--- src/rtl/count_tracker.sv ---
// Monitor for a 4-bit up/down counter. It checks every sampled step against the
// selected direction, extends the count with a wrap epoch, and queues wrap/error events.
module count_tracker #(
   parameter int unsigned EPOCH_W    = 8,
   parameter int unsigned FIFO_DEPTH = 4
) (
   input  logic               clk,
   input  logic               rst,
   input  logic               en,
   input  logic [3:0]         count_in,
   input  logic               updown,
   output logic [EPOCH_W+3:0] ext_count,
   output logic               step_err,
   output logic [3:0]         err_cnt,
   output logic               evt_valid,
   output logic [5:0]         evt_data,
   input  logic               evt_ready,
   output logic               evt_ovf
);

   localparam int unsigned PTR_W = (FIFO_DEPTH > 1) ? $clog2(FIFO_DEPTH) : 1;
   localparam int unsigned CNT_W = PTR_W + 1;
   localparam logic [CNT_W-1:0]   FullCnt  = CNT_W'(FIFO_DEPTH);
   localparam logic [CNT_W-1:0]   CntOne   = CNT_W'(1);
   localparam logic [PTR_W-1:0]   PtrOne   = PTR_W'(1);
   localparam logic [EPOCH_W-1:0] EpochOne = EPOCH_W'(1);
   localparam logic [1:0]         EvtUp      = 2'b01;
   localparam logic [1:0]         EvtDown    = 2'b10;
   localparam logic [1:0]         EvtIllegal = 2'b11;

   typedef enum logic {StUnprimed, StPrimed} state_e;

   state_e             state_q, state_d;
   logic [3:0]         last_sample_q, last_sample_d;
   logic [EPOCH_W-1:0] epoch_q, epoch_d;
   logic [3:0]         err_cnt_q, err_cnt_d;
   logic               step_err_q, step_err_d;
   logic               ovf_q, ovf_d;
   logic               evt_valid_q, evt_valid_d;
   logic [5:0]         mem_q [FIFO_DEPTH];
   logic [5:0]         mem_d [FIFO_DEPTH];
   logic [PTR_W-1:0]   wr_ptr_q, wr_ptr_d, rd_ptr_q, rd_ptr_d;
   logic [CNT_W-1:0]   fifo_cnt_q, fifo_cnt_d;

   logic       push, pop, full, do_push;
   logic [5:0] push_data;
   logic [3:0] delta;

   // Step classification and tracking state.
   always_comb begin
      state_d       = state_q;
      last_sample_d = last_sample_q;
      epoch_d       = epoch_q;
      err_cnt_d     = err_cnt_q;
      step_err_d    = 1'b0;
      push          = 1'b0;
      push_data     = '0;
      delta         = count_in - last_sample_q;
      if (en) begin
         last_sample_d = count_in;
         unique case (state_q)
            StUnprimed: state_d = StPrimed;
            StPrimed: begin
               if (delta != 4'd0) begin
                  if (!updown && delta == 4'd1) begin
                     if (last_sample_q == 4'hF) begin
                        epoch_d   = epoch_q + EpochOne;
                        push      = 1'b1;
                        push_data = {EvtUp, count_in};
                     end
                  end else if (updown && delta == 4'hF) begin
                     if (last_sample_q == 4'h0) begin
                        epoch_d   = epoch_q - EpochOne;
                        push      = 1'b1;
                        push_data = {EvtDown, count_in};
                     end
                  end else begin
                     step_err_d = 1'b1;
                     if (err_cnt_q != 4'hF) err_cnt_d = err_cnt_q + 4'd1;
                     push      = 1'b1;
                     push_data = {EvtIllegal, count_in};
                  end
               end
            end
            default: state_d = StUnprimed;
         endcase
      end
   end

   // Event FIFO; a push into a full FIFO only survives if a pop frees the slot.
   always_comb begin
      pop      = evt_valid_q && evt_ready;
      full     = (fifo_cnt_q == FullCnt);
      do_push  = push && (!full || pop);
      mem_d    = mem_q;
      wr_ptr_d = wr_ptr_q;
      rd_ptr_d = rd_ptr_q;
      if (do_push) begin
         mem_d[wr_ptr_q] = push_data;
         wr_ptr_d        = wr_ptr_q + PtrOne;
      end
      if (pop) rd_ptr_d = rd_ptr_q + PtrOne;
      fifo_cnt_d = fifo_cnt_q;
      if (do_push && !pop) fifo_cnt_d = fifo_cnt_q + CntOne;
      else if (!do_push && pop) fifo_cnt_d = fifo_cnt_q - CntOne;
      ovf_d       = ovf_q | (push & full & ~pop);
      evt_valid_d = (fifo_cnt_d != '0);
   end

   always_ff @(posedge clk) begin
      if (!rst) begin
         state_q       <= StUnprimed;
         last_sample_q <= '0;
         epoch_q       <= '0;
         err_cnt_q     <= '0;
         step_err_q    <= 1'b0;
         ovf_q         <= 1'b0;
         evt_valid_q   <= 1'b0;
         mem_q         <= '{default: '0};
         wr_ptr_q      <= '0;
         rd_ptr_q      <= '0;
         fifo_cnt_q    <= '0;
      end else begin
         state_q       <= state_d;
         last_sample_q <= last_sample_d;
         epoch_q       <= epoch_d;
         err_cnt_q     <= err_cnt_d;
         step_err_q    <= step_err_d;
         ovf_q         <= ovf_d;
         evt_valid_q   <= evt_valid_d;
         mem_q         <= mem_d;
         wr_ptr_q      <= wr_ptr_d;
         rd_ptr_q      <= rd_ptr_d;
         fifo_cnt_q    <= fifo_cnt_d;
      end
   end

   assign ext_count = {epoch_q, last_sample_q};
   assign step_err  = step_err_q;
   assign err_cnt   = err_cnt_q;
   assign evt_valid = evt_valid_q;
   assign evt_data  = mem_q[rd_ptr_q];
   assign evt_ovf   = ovf_q;

endmodule

--- config.mk ---
export PLATFORM = sky130hd
export DESIGN_NAME = count_tracker
export DESIGN_NICKNAME = d
export VERILOG_FILES = /design/src/rtl/count_tracker.sv
export SDC_FILE = /design/constraint.sdc
export NUM_CORES = 1
export LEC_CHECK = 0
export ABC_AREA = 1
export CORE_AREA = 2 2 94 78
export CTS_CLUSTER_DIAMETER = 120
export DETAILED_ROUTE_END_ITERATION = 6
export DIE_AREA = 0 0 96 80
export GPL_TIMING_DRIVEN = 0
export PLACE_DENSITY = 0.74
export SLEW_MARGIN = 30
export SYNTH_ARGS = -nofsm -noshare
export SYNTH_HDL_FRONTEND = slang
export SYNTH_SLANG_ARGS = --single-unit
--- constraint.sdc ---
create_clock -name clk -period 7.3 [get_ports clk]
set_input_delay 1.46 -clock clk [delete_from_list [all_inputs] [get_ports clk]]
set_output_delay 1.46 -clock clk [all_outputs]
set_load 0.1 [all_outputs]
==> run_summary.xml, run 1 <==
<?xml version="1.0" encoding="UTF-8"?>
<metrics>
  <group name="synth">
    <metric name="post_synthesis_cell_type_with_the_largest_combined_area" unit="">sky130_fd_sc_hd__dfxtp_1</metric>
    <metric name="synth_xor_area_share" unit="%">3.33</metric>
    <metric name="synth_top_family_by_area" unit="">simple AND/OR/NAND/NOR gates</metric>
    <metric name="top_count_cell_post_synth" unit="">sky130_fd_sc_hd__nor2_1</metric>
    <metric name="yosys.area_share.adder" unit="%">8.86</metric>
    <metric name="yosys_warning_count" unit="">0</metric>
    <metric name="synth_edf_count" unit="">0</metric>
    <metric name="netlist_top_cells_count" unit="">75 x sky130_fd_sc_hd__nor2_1, 51 x sky130_fd_sc_hd__dfxtp_1, 50 x sky130_fd_sc_hd__nand2_1</metric>
    <metric name="synth.mux.area_fraction" unit="%">0</metric>
    <metric name="post_synth_num_cell_types" unit="">34</metric>
    <metric name="synth-main-ff-cell" unit="">sky130_fd_sc_hd__dfxtp_1</metric>
    <metric name="postSynthNetCount" unit="">409</metric>
    <metric name="ys_seq_area_share" unit="%">35.8</metric>
    <metric name="synth.ff_latch_count" unit="">51</metric>
    <metric name="synthCells" unit="">381</metric>
    <metric name="synth_compound_area_share" unit="%">15.3</metric>
    <metric name="syn_area_per_cell" unit="um^2">7.49</metric>
    <metric name="synth_async_sr_flop_share" unit="%">0</metric>
    <metric name="most_area_consuming_cells_after_synthesis" unit="">sky130_fd_sc_hd__dfxtp_1 36%, sky130_fd_sc_hd__nor2_1 9.9%, sky130_fd_sc_hd__ha_1 7.5%, sky130_fd_sc_hd__nand2_1 6.6%, sky130_fd_sc_hd__o21ai_1 5.4%</metric>
    <metric name="synthSimpleGateAreaFrac" unit="%">29.9</metric>
    <metric name="syn_area" unit="um^2">2850</metric>
    <metric name="netlist.area_leader.share" unit="%">35.8</metric>
  </group>
  <group name="die">
    <metric name="core" unit="um^2">6720</metric>
    <metric name="die_height" unit="um">80</metric>
    <metric name="initial_core_util" unit="%">42.5</metric>
    <metric name="die_area" unit="um^2">7680</metric>
    <metric name="floorplan.die.width" unit="um">96</metric>
    <metric name="ioPinCount" unit="">34</metric>
    <metric name="rows" unit="">27</metric>
  </group>
  <group name="sta">
    <metric name="timing_worst_slew_pin_value" unit="ns">0.973</metric>
    <metric name="worst_slew_margin_rel" unit="%">34.9</metric>
    <metric name="fin_hold_ws" unit="ns">0.479</metric>
    <metric name="number_of_failing_setup_endpoints_in_the_final_timing_report" unit="">0</metric>
    <metric name="totalNegativeSetupSlack" unit="ns">0</metric>
    <metric name="maxClockFrequency" unit="MHz">223</metric>
    <metric name="rsz0062_at_grt" unit="">false</metric>
    <metric name="drv_slew" unit="">0</metric>
    <metric name="final_min_period_over_clock_period" unit="%">61.4</metric>
    <metric name="hold_viol_final" unit="">0</metric>
    <metric name="clock_tree_skew_after_final_layout" unit="ns">0.00928</metric>
    <metric name="finalWorstPathRequiredPeriod" unit="ns">4.48</metric>
  </group>
  <group name="cells_and_area">
    <metric name="final_net_count" unit="">448</metric>
    <metric name="drive_above_1_share" unit="%">8.55</metric>
    <metric name="num_antenna_cells" unit="">0</metric>
    <metric name="layout.core_utilization" unit="%">50.8</metric>
    <metric name="area_growth_syn_to_layout" unit="%">19.7</metric>
    <metric name="final_cell_count_no_fill" unit="">508</metric>
  </group>
  <group name="drt">
    <metric name="via_count" unit="">2589</metric>
    <metric name="initialDrtViolationCount" unit="">171</metric>
    <metric name="route.detailed.drc" unit="">0</metric>
    <metric name="drt-vias-per-instance" unit="">5.10</metric>
    <metric name="final_antenna_net_count" unit="">0</metric>
    <metric name="average_wire_per_cell_in_the_routed_design" unit="um">12.7</metric>
    <metric name="routed_wl" unit="um">6450</metric>
    <metric name="detailedRoute.firstPassIterationCount" unit="">4</metric>
  </group>
  <group name="worst_setup_path">
    <metric name="path_buf_inv" unit="">3</metric>
    <metric name="start_kind" unit="">input pin</metric>
    <metric name="cell_type_group_with_the_largest_total_delay_on_the_critical_path" unit="">simple AND/OR/NAND/NOR gates</metric>
    <metric name="setup.worst_path.class" unit="">input pin to flop</metric>
    <metric name="crit_path_cell_trace" unit="">clkdlybuf4s50_1 &gt; inv_1 &gt; ha_1 &gt; inv_1 &gt; fa_1 &gt; nor3_2 &gt; nand3_4 &gt; ha_1 &gt; nand3_1 &gt; nand3_1 &gt; nand4_1 &gt; nand2_1 &gt; or2_2 &gt; nand4_1 &gt; nand2_1 &gt; nor2_1</metric>
    <metric name="critical-path-slowest-cell" unit="">sky130_fd_sc_hd__clkdlybuf4s50_1</metric>
    <metric name="critPathMaxFanout" unit="">14</metric>
    <metric name="cpPeakStageDelay" unit="ns">0.47</metric>
    <metric name="worstPathArrival" unit="ns">4.73</metric>
    <metric name="critPathCaptureType" unit="">flop</metric>
    <metric name="cp.required" unit="ns">7.55</metric>
  </group>
  <group name="pwr">
    <metric name="p_switching" unit="uW">317</metric>
    <metric name="power.share.clock" unit="%">28.1</metric>
    <metric name="ir_worst_vdd" unit="mV">0.118</metric>
    <metric name="cellInternalPower" unit="uW">504</metric>
    <metric name="power.share.combinational" unit="%">34.5</metric>
    <metric name="switching_share" unit="%">38.6</metric>
    <metric name="leakage" unit="nW">1.58</metric>
    <metric name="power.share.sequential" unit="%">37.4</metric>
    <metric name="cellPowerDensity" unit="nW/um^2">240</metric>
  </group>
  <group name="flow_run">
    <metric name="max-cap-violations" unit="">0</metric>
  </group>
  <group name="cts">
    <metric name="cts_buffer_depth" unit="">2</metric>
    <metric name="cts_num_sinks" unit="">51</metric>
    <metric name="post_cts_resized" unit="">0</metric>
    <metric name="cts-root-buf" unit="">sky130_fd_sc_hd__clkbuf_8</metric>
    <metric name="post-cts-setup-buffer-count" unit="">0</metric>
    <metric name="tritoncts" unit="">built</metric>
    <metric name="path_clk_slew" unit="ns">0.10</metric>
    <metric name="clock_latency" unit="ns">0.31</metric>
    <metric name="tritoncts_buffers" unit="">5</metric>
    <metric name="cts_hold_repair.buffers" unit="">0</metric>
    <metric name="htree_num_levels" unit="">2</metric>
  </group>
  <group name="grt">
    <metric name="grt_max_degree" unit="">16</metric>
    <metric name="first_global_vias" unit="">2372</metric>
    <metric name="grt_first_pass_wirelength" unit="um">10800</metric>
    <metric name="grt_use_total" unit="%">18.0</metric>
    <metric name="antenna_found_initial" unit="">0</metric>
    <metric name="grt_remaining_overflow" unit="">0</metric>
  </group>
  <group name="run_status">
    <metric name="run_status" unit="">completed</metric>
  </group>
  <group name="place">
    <metric name="place_hpwl" unit="um">5040</metric>
    <metric name="port-buffer-count" unit="">32</metric>
    <metric name="place_inst" unit="">500</metric>
    <metric name="globalplace.congestion" unit="">0.819</metric>
  </group>
  <group name="worst_hold_path">
    <metric name="hp-class" unit="">flop to flop</metric>
  </group>
</metrics>
## power by group through the flow
stage / Sequential (mW) / Combinational (mW) / Clock, mW
2_1_floorplan: 0.349 / 0.184 / 0
3_3_place_gp: 0.313 / 0.277 / 0
3_5_place_dp: 0.314 / 0.283 / 0
4_1_cts: 0.307 / 0.284 / 0.235
5_1_grt: 0.310 / 0.303 / 0.246
6_report: 0.307 / 0.283 / 0.231
## path summary, 6_finish.rpt
check                                      start         end  slack (ns)  depth (start not counted)
worst min-delay path                     evt_ovf     evt_ovf        0.48                          1
worst min register to register           evt_ovf     evt_ovf        0.48                          1
worst max register to register  last_sample_q[0]  epoch_q[7]        4.07                         14
worst max-delay path                 count_in[0]  epoch_q[7]        2.82                         16
## metal layers
layer  part of all wire (%)  global-route usage, %  wire, um
met4                    1.1                   5.71        71
met5                      0                      0         0
met2                     45                   28.3      2920
met3                    4.3                   3.31       278
met1                     49                   24.8      3180
## worst reg2reg max path: stages, from the launching register on
cell	delay, ns
sky130_fd_sc_hd__dfxtp_1	0.43
sky130_fd_sc_hd__ha_1	0.20
sky130_fd_sc_hd__inv_1	0.07
sky130_fd_sc_hd__fa_1	0.49
sky130_fd_sc_hd__nor3_2	0.38
sky130_fd_sc_hd__nand3_4	0.24
sky130_fd_sc_hd__ha_1	0.41
sky130_fd_sc_hd__nand3_1	0.11
sky130_fd_sc_hd__nand3_1	0.13
sky130_fd_sc_hd__nand4_1	0.10
sky130_fd_sc_hd__nand2_1	0.06
sky130_fd_sc_hd__or2_2	0.30
sky130_fd_sc_hd__nand4_1	0.10
sky130_fd_sc_hd__nand2_1	0.05
sky130_fd_sc_hd__nor2_1	0.12
## cells by family after synthesis
family	Yosys count
XOR/XNOR	10
flip-flops	51
buffers and inverters	47
adder cells (fa/ha/maj)	19
AO/OA/AOI/OAI	84
AND/OR/NAND/NOR	170
## metrics by stage
stage	instance area (um^2)	setup slack, ns	power, mW
CTS	3420	2.82	0.826
finish	3420	2.82	0.821
floorplan	2850	3.23	0.533
detailed placement	3280	2.52	0.596
global route	3420	2.63	0.860
global placement	3280	2.57	0.590
## area by class of cell
type,count,area (um^2)
fill,642,3310
clock buffer,6,72.6
tap,87,109
inverter,39,161
sequential,51,1020
multi-input combinational,283,1640
buffer,8,31.3
timing repair buffer,32,320
clock inverter,2,60.1
## sequential cells by signal, indices dropped and copies added (netlist names)
name and flops:
mem_q 24, epoch_q 8, err_cnt 4, last_sample_q 4, fifo_cnt_q 3, rd_ptr_q 2, wr_ptr_q 2, evt_ovf 1
evt_valid 1, state_q 1, step_err 1
## cells in the final DEF, fill, tap and decap left out, drive strengths merged, types with 13 or more instances in the layout
master,n
a21oi,24
clkbuf,13
clkdlybuf4s50,32
dfxtp,51
ha,17
inv,39
nand2,56
nand3,21
nor2,80
o21ai,51
Power figures use the tool's default switching activity.
==> run 2: changes to the inputs <==
- clock period: 7.3 -> 4.4 ns (I/O delays scaled with it)
==> results of run 2 <==
Same layout as run 1 (identical final DEF). Status: completed.
Among the figures that moved: setup slack after placement 2.52 ns -> 0.197 ns; setup slack after layout 2.82 ns -> 0.499 ns; register-to-register setup slack 4.07 ns -> 1.17 ns; total power 0.821 mW -> 1.36 mW; worst IR drop on VDD 0.118 mV -> 0.195 mV
==> run 3: changes to the inputs <==
- GPL_ROUTABILITY_DRIVEN: default -> 0
==> results of run 3 <==
Same layout as run 1 (identical final DEF). Status: completed.
Among the figures that moved: setup slack after placement 2.52 ns -> 0.197 ns; setup slack after layout 2.82 ns -> 0.499 ns; register-to-register setup slack 4.07 ns -> 1.17 ns; total power 0.821 mW -> 1.36 mW; worst IR drop on VDD 0.118 mV -> 0.195 mV
